<file path="src/rtl/countdown_timer_8bit.sv">
// Loadable down-counter with one-shot / auto-reload modes and a one-cycle underflow pulse.
// Latency: every control input takes effect on the next rising edge; no combinational input-to-output path.
// Backpressure: none. en gates counting; with en low in RUN the count simply holds.
//
// Ports:
//   clk          rising-edge clock
//   rst          synchronous, active-high reset
//   load         capture load_val into reload register and count; forces IDLE
//   load_val     value captured on load
//   start        begin (or restart) countdown from the reload register
//   stop         abort a running countdown; count holds
//   en           tick enable; counting happens only in RUN on en=1 cycles
//   auto_reload  1: periodic, 0: one-shot (sampled on the terminal tick only)
//   count        current count (registered)
//   underflow    registered one-cycle pulse on each terminal tick
//   busy         high while in RUN
//   done         high while in DONE (one-shot expired)
module countdown_timer_8bit #(
  parameter int WIDTH = 8
) (
  input  logic             clk,
  input  logic             rst,
  input  logic             load,
  input  logic [WIDTH-1:0] load_val,
  input  logic             start,
  input  logic             stop,
  input  logic             en,
  input  logic             auto_reload,
  output logic [WIDTH-1:0] count,
  output logic             underflow,
  output logic             busy,
  output logic             done
);

  typedef enum logic [1:0] {
    IDLE = 2'd0,
    RUN  = 2'd1,
    DONE = 2'd2
  } state_t;

  localparam logic [WIDTH-1:0] ZERO = '0;
  localparam logic [WIDTH-1:0] ONE  = WIDTH'(1);

  state_t           state_q,     state_d;
  logic [WIDTH-1:0] count_q,     count_d;
  logic [WIDTH-1:0] reload_q,    reload_d;
  logic             underflow_q, underflow_d;

  // Terminal tick: an enabled cycle in RUN that finds the count already at zero.
  // Zero is handled here rather than by letting the decrement wrap.
  logic terminal_tick;
  assign terminal_tick = (state_q == RUN) && en && (count_q == ZERO);

  // State register
  always_ff @(posedge clk) begin
    if (rst) begin
      state_q     <= IDLE;
      count_q     <= ZERO;
      reload_q    <= ZERO;
      underflow_q <= 1'b0;
    end else begin
      state_q     <= state_d;
      count_q     <= count_d;
      reload_q    <= reload_d;
      underflow_q <= underflow_d;
    end
  end

  // Next-state logic. Priority: load > stop > start > counting.
  // stop wins over start even outside RUN; it merely has nothing to abort there.
  always_comb begin
    state_d     = state_q;
    count_d     = count_q;
    reload_d    = reload_q;
    underflow_d = 1'b0;

    if (load) begin
      count_d  = load_val;
      reload_d = load_val;
      state_d  = IDLE;
    end else if (stop) begin
      if (state_q == RUN) begin
        state_d = IDLE;
      end
    end else if (start) begin
      // A start coinciding with a terminal tick restarts and suppresses the pulse.
      count_d = reload_q;
      state_d = RUN;
    end else begin
      case (state_q)
        RUN: begin
          if (terminal_tick) begin
            underflow_d = 1'b1;
            if (auto_reload) begin
              count_d = reload_q;
            end else begin
              state_d = DONE;
            end
          end else if (en) begin
            count_d = count_q - ONE;
          end
        end
        IDLE, DONE: begin
          // Count holds; en is ignored.
        end
        default: begin
          state_d = IDLE;
        end
      endcase
    end
  end

  // Outputs decoded straight from registered state.
  assign count     = count_q;
  assign underflow = underflow_q;
  assign busy      = (state_q == RUN);
  assign done      = (state_q == DONE);

endmodule

</file>
<file path="config.mk">
export PLATFORM = sky130hd
export DESIGN_NAME = countdown_timer_8bit
export DESIGN_NICKNAME = d
export VERILOG_FILES = /design/src/rtl/countdown_timer_8bit.sv
export SDC_FILE = /design/constraint.sdc
export NUM_CORES = 1
export LEC_CHECK = 0
export BUFFER_PORTS_ARGS = -buffer_cell sky130_fd_sc_hd__buf_4
export CORE_ASPECT_RATIO = 0.8
export CORE_MARGIN = 3
export CORE_UTILIZATION = 40
export DETAILED_ROUTE_END_ITERATION = 8
export PLACE_DENSITY = 0.59
export SETUP_SLACK_MARGIN = 0.5
export SYNTH_ARGS = -nofsm -noshare
export SYNTH_HDL_FRONTEND = slang
export SYNTH_SLANG_ARGS = --single-unit
</file>
<file path="constraint.sdc">
create_clock -name clk -period 2.7 [get_ports clk]
set_input_delay 0.27 -clock clk [delete_from_list [all_inputs] [get_ports clk]]
set_output_delay 0.27 -clock clk [all_outputs]
set_load 0.005 [all_outputs]
</file>
==> metrics.md <==
| Metric | Value |
|---|---|
| Pin count of the biggest net entering global routing | `29` |
| Global-route wire length before repair | `4.712 mm` |
| CP Data Required Time | `2910 ps` |
| Vias per cell | `5.694` |
| Total number of vias | `1116` |
| Slew Viols, Final | `0` |
| Synth Net Count | `155` |
| Critical Path Fanout Max | `8` |
| Synth unique cells | `40` |
| Worst slew margin | `57.02%` |
| Yosys warnings | `0` |
| Clock root cell | `clkbuf_4` |
| Final period util | `76.69%` |
| Initial antenna violation count | `0` |
| PD cells | `462.5 mW/mm²` |
| Cell row count | `16` |
| Post-detail-place hpwl | `2.056 mm` |
| Max clock buf depth | `2` |
| TritonCTS clock tree | `yes` |
| Number of global-route vias before repair | `1090` |
| Clock latency on the worst-skew pair | `300 ps` |
| Final setup violating endpoints | `0` |
| Crit Path Class | `register to register` |
| Routability Congestion | `0.7289` |
| # DRC | `0` |
| Share of cells above drive strength 1 | `24.38%` |
| FMAX | `482.9 MHz` |
| GR Overflow Total | `0` |
| Outcome | `finished clean` |
| Setup TNS | `0 ps` |
| Seq cells post-synth | `19` |
| First-pass detailed-route iteration total | `4` |
| Cts hold-fix bufs | `0` |
| Input/output buffers | `25` |
| Max-cap violations | `0` |
| Final critical-path required period | `2071 ps` |
| Die footprint | `0.003398 mm²` |
| Final Hold Fails | `0` |
| RSZ-0062 raised after global routing | `false` |
| Total CTS buffers | `3` |
| Design area | `0.001344 mm²` |
| Multi-input gate area | `676.9 µm²` |
| Fillers | `269` |
| NumNets Final | `178` |
| Sequential cell area | `381.6 µm²` |
| Seq/Total Area, Yosys | `34.82%` |
| Placed Area | `0.001299 mm²` |
| Die Y | `52.74 µm` |
| Depth of the CTS H-tree | `1` |
| Initial DRC count | `72` |
| Antenna Nets Post-Route | `0` |
| Min-delay worst type | `primary input to register` |
| Area Overhead vs Synth | `23.02%` |
| Post-synthesis cell count | `138` |
| Initial Utilization | `43.30%` |
| Global Route Usage Sum | `17.91%` |
| Diode count | `0` |
| CP endpoint kind | `register` |
| DIE WIDTH | `64.43 µm` |
| Syn_area_per_cell | `7.915 µm²` |
| VDD IR-drop max | `0.0003029 V` |
| Detailed Route WL | `2.947 mm` |
| Startpoint types | `register` |
| Core ar. | `0.002522 mm²` |
| Worst clock skew | `1.721 ps` |
| Num ports | `26` |
| Leak | `0.5418 nW` |
| Synthesized cell area | `0.001092 mm²` |
| Slew @ Worst Pin | `638.8 ps` |
| Clock slew at reported path FFs | `110 ps` |
| Clk sink count | `19` |
| Drt wl/cell | `15.04 µm` |
| Critical path arrival | `2280 ps` |
-- per-layer routing --
metal  global-route usage [%]  vias to the layer above  share of wire, %
li1                         -                      555                 -
met1                    22.15                      521                46
met2                    31.16                       38                47
met3                    5.794                        2               6.5
met4                    2.456                        0              0.58
met5                        0                        -                 0
-- flip-flops by register name (all words and copies together) (netlist names) --
name	cells
reload_q	8
count	8
state_q	2
underflow	1
-- kinds of logic (layout without fill, tap and decap cells) --
logic type               Yosys count  count (layout)  synth area share [%]
buffers and inverters             13              35                 4.811
AO/OA/AOI/OAI                     41              41                 26.35
flip-flops                        19              19                 34.82
adder cells (fa/ha/maj)            2               2                 2.291
multiplexers                       1               1                 1.031
XOR/XNOR                           1               1                0.8020
AND/OR/NAND/NOR                   61              61                 29.90
-- path summary, 6_finish.rpt --
path                                   from     endpoint  slack, ps  depth (start not counted)
worst min-delay path            load_val[1]  reload_q[1]        220                          3
worst min register to register  reload_q[4]  reload_q[4]        490                          2
worst max-delay path               count[2]     count[3]        630                          5
worst max register to register     count[2]     count[3]        630                          5
-- repair_timing --
action,in CTS,in global routing
resized for setup,2,3
pin swaps,0,0
setup buffers,0,0
endpoints found under the setup margin,2,4
-- through the flow --
step | util [%] | worst slack [ps] | cells | hold WS [ps] | total power, W
global route | 53.27 | 538.5 | 196 | 222.0 | 0.0006552
floorplan | - | 654.9 | 138 | 414.8 | 0.0004159
detailed placement | 51.49 | 493.6 | 192 | 475.7 | 0.0004732
global placement | 51.49 | 457.2 | 192 | 459.3 | 0.0004718
finish | 53.27 | 629.3 | 196 | 222.6 | 0.0006216
CTS | 52.83 | 512.6 | 196 | 217.8 | 0.0006253
-- worst max-delay path, stage by stage (launching register included) --
cell,delay (ps)
dfxtp_2,380
or4_4,570
or4_4,590
o311ai_0,130
a21oi_1,120
a31o_1,200
-- layout by cell type, fill, tap and decap left out, types with 2 or more instances in the layout --
| cell type | Yosys | layout |
|---|---|---|
| nor3_1 | 5 | 5 |
| a21oi_1 | 13 | 13 |
| or4_4 | 1 | 2 |
| ha_1 | 2 | 2 |
| and3_1 | 2 | 2 |
| a211oi_1 | 2 | 2 |
| o2111ai_1 | 2 | 2 |
| clkbuf_4 | 0 | 3 |
| o21ai_0 | 4 | 4 |
| o211a_1 | 3 | 3 |
| buf_4 | 0 | 26 |
| or3b_2 | 2 | 2 |
| nand4_1 | 2 | 2 |
| o32ai_1 | 3 | 3 |
| nand3b_1 | 2 | 2 |
| nor2_1 | 9 | 9 |
| nand2_1 | 19 | 19 |
| inv_1 | 5 | 5 |
| nor2b_1 | 3 | 3 |
| o311ai_0 | 2 | 2 |
| dfxtp_1 | 19 | 18 |
| nand2b_1 | 10 | 10 |
| o211ai_1 | 2 | 2 |
-- Yosys cell counts --
| library cell | instances | area [µm²] |
|---|---|---|
| nor4_1 | 1 | 6.260 |
| mux2_2 | 1 | 11.26 |
| clkbuf_1 | 5 | 18.77 |
| nor3_1 | 5 | 25.02 |
| o211a_1 | 3 | 30.03 |
| o311ai_0 | 2 | 17.52 |
| a211oi_1 | 2 | 15.01 |
| nor2b_1 | 3 | 18.77 |
| o21a_1 | 1 | 7.510 |
| o2111ai_1 | 2 | 17.52 |
| nand2b_1 | 10 | 62.56 |
| buf_2 | 3 | 15.01 |
| o31ai_1 | 1 | 7.510 |
| a31oi_1 | 1 | 6.260 |
| nor4_2 | 1 | 12.51 |
| nand3b_1 | 2 | 15.01 |
| or4_4 | 1 | 11.26 |
| o211ai_1 | 2 | 15.01 |
| nor2_1 | 9 | 33.78 |
| xnor2_1 | 1 | 8.760 |
| a21oi_1 | 13 | 65.06 |
| nor4b_1 | 1 | 8.760 |
| nand2_1 | 19 | 71.32 |
| o32ai_1 | 3 | 26.28 |
| or2_2 | 1 | 6.260 |
| o21ai_1 | 2 | 10.01 |
| o41a_1 | 1 | 11.26 |
| o311a_1 | 1 | 10.01 |
| a221oi_1 | 1 | 8.760 |
| inv_1 | 5 | 18.77 |
| nand3_1 | 1 | 5.000 |
| dfxtp_1 | 19 | 380.4 |
| o2111a_1 | 1 | 11.26 |
| and3_1 | 2 | 12.51 |
| nand4_1 | 2 | 12.51 |
| a31o_1 | 1 | 8.760 |
| o21ai_0 | 4 | 20.02 |
| ha_1 | 2 | 25.02 |
| or3b_2 | 2 | 17.52 |
| or4_1 | 1 | 7.510 |
-- where the power goes --
part	total [W]	switching, W	internal, W
logic	0.000155	0.0000797	0.0000751
clock network	0.000149	0.0000917	0.0000576
registers	0.000317	0.0000194	0.000298
total	0.000622	0.000191	0.000431
-- cell type report --
| type | instances | area share (%) |
|---|---|---|
| Timing Repair Buffer | 26 | 14.53 |
| Multi-Input combinational cell | 106 | 50.37 |
| Inverter | 5 | 1.397 |
| Clock buffer | 4 | 1.955 |
| Sequential cell | 19 | 28.40 |
| Tap cell | 36 | 3.352 |
Power figures use the tool's default switching activity.
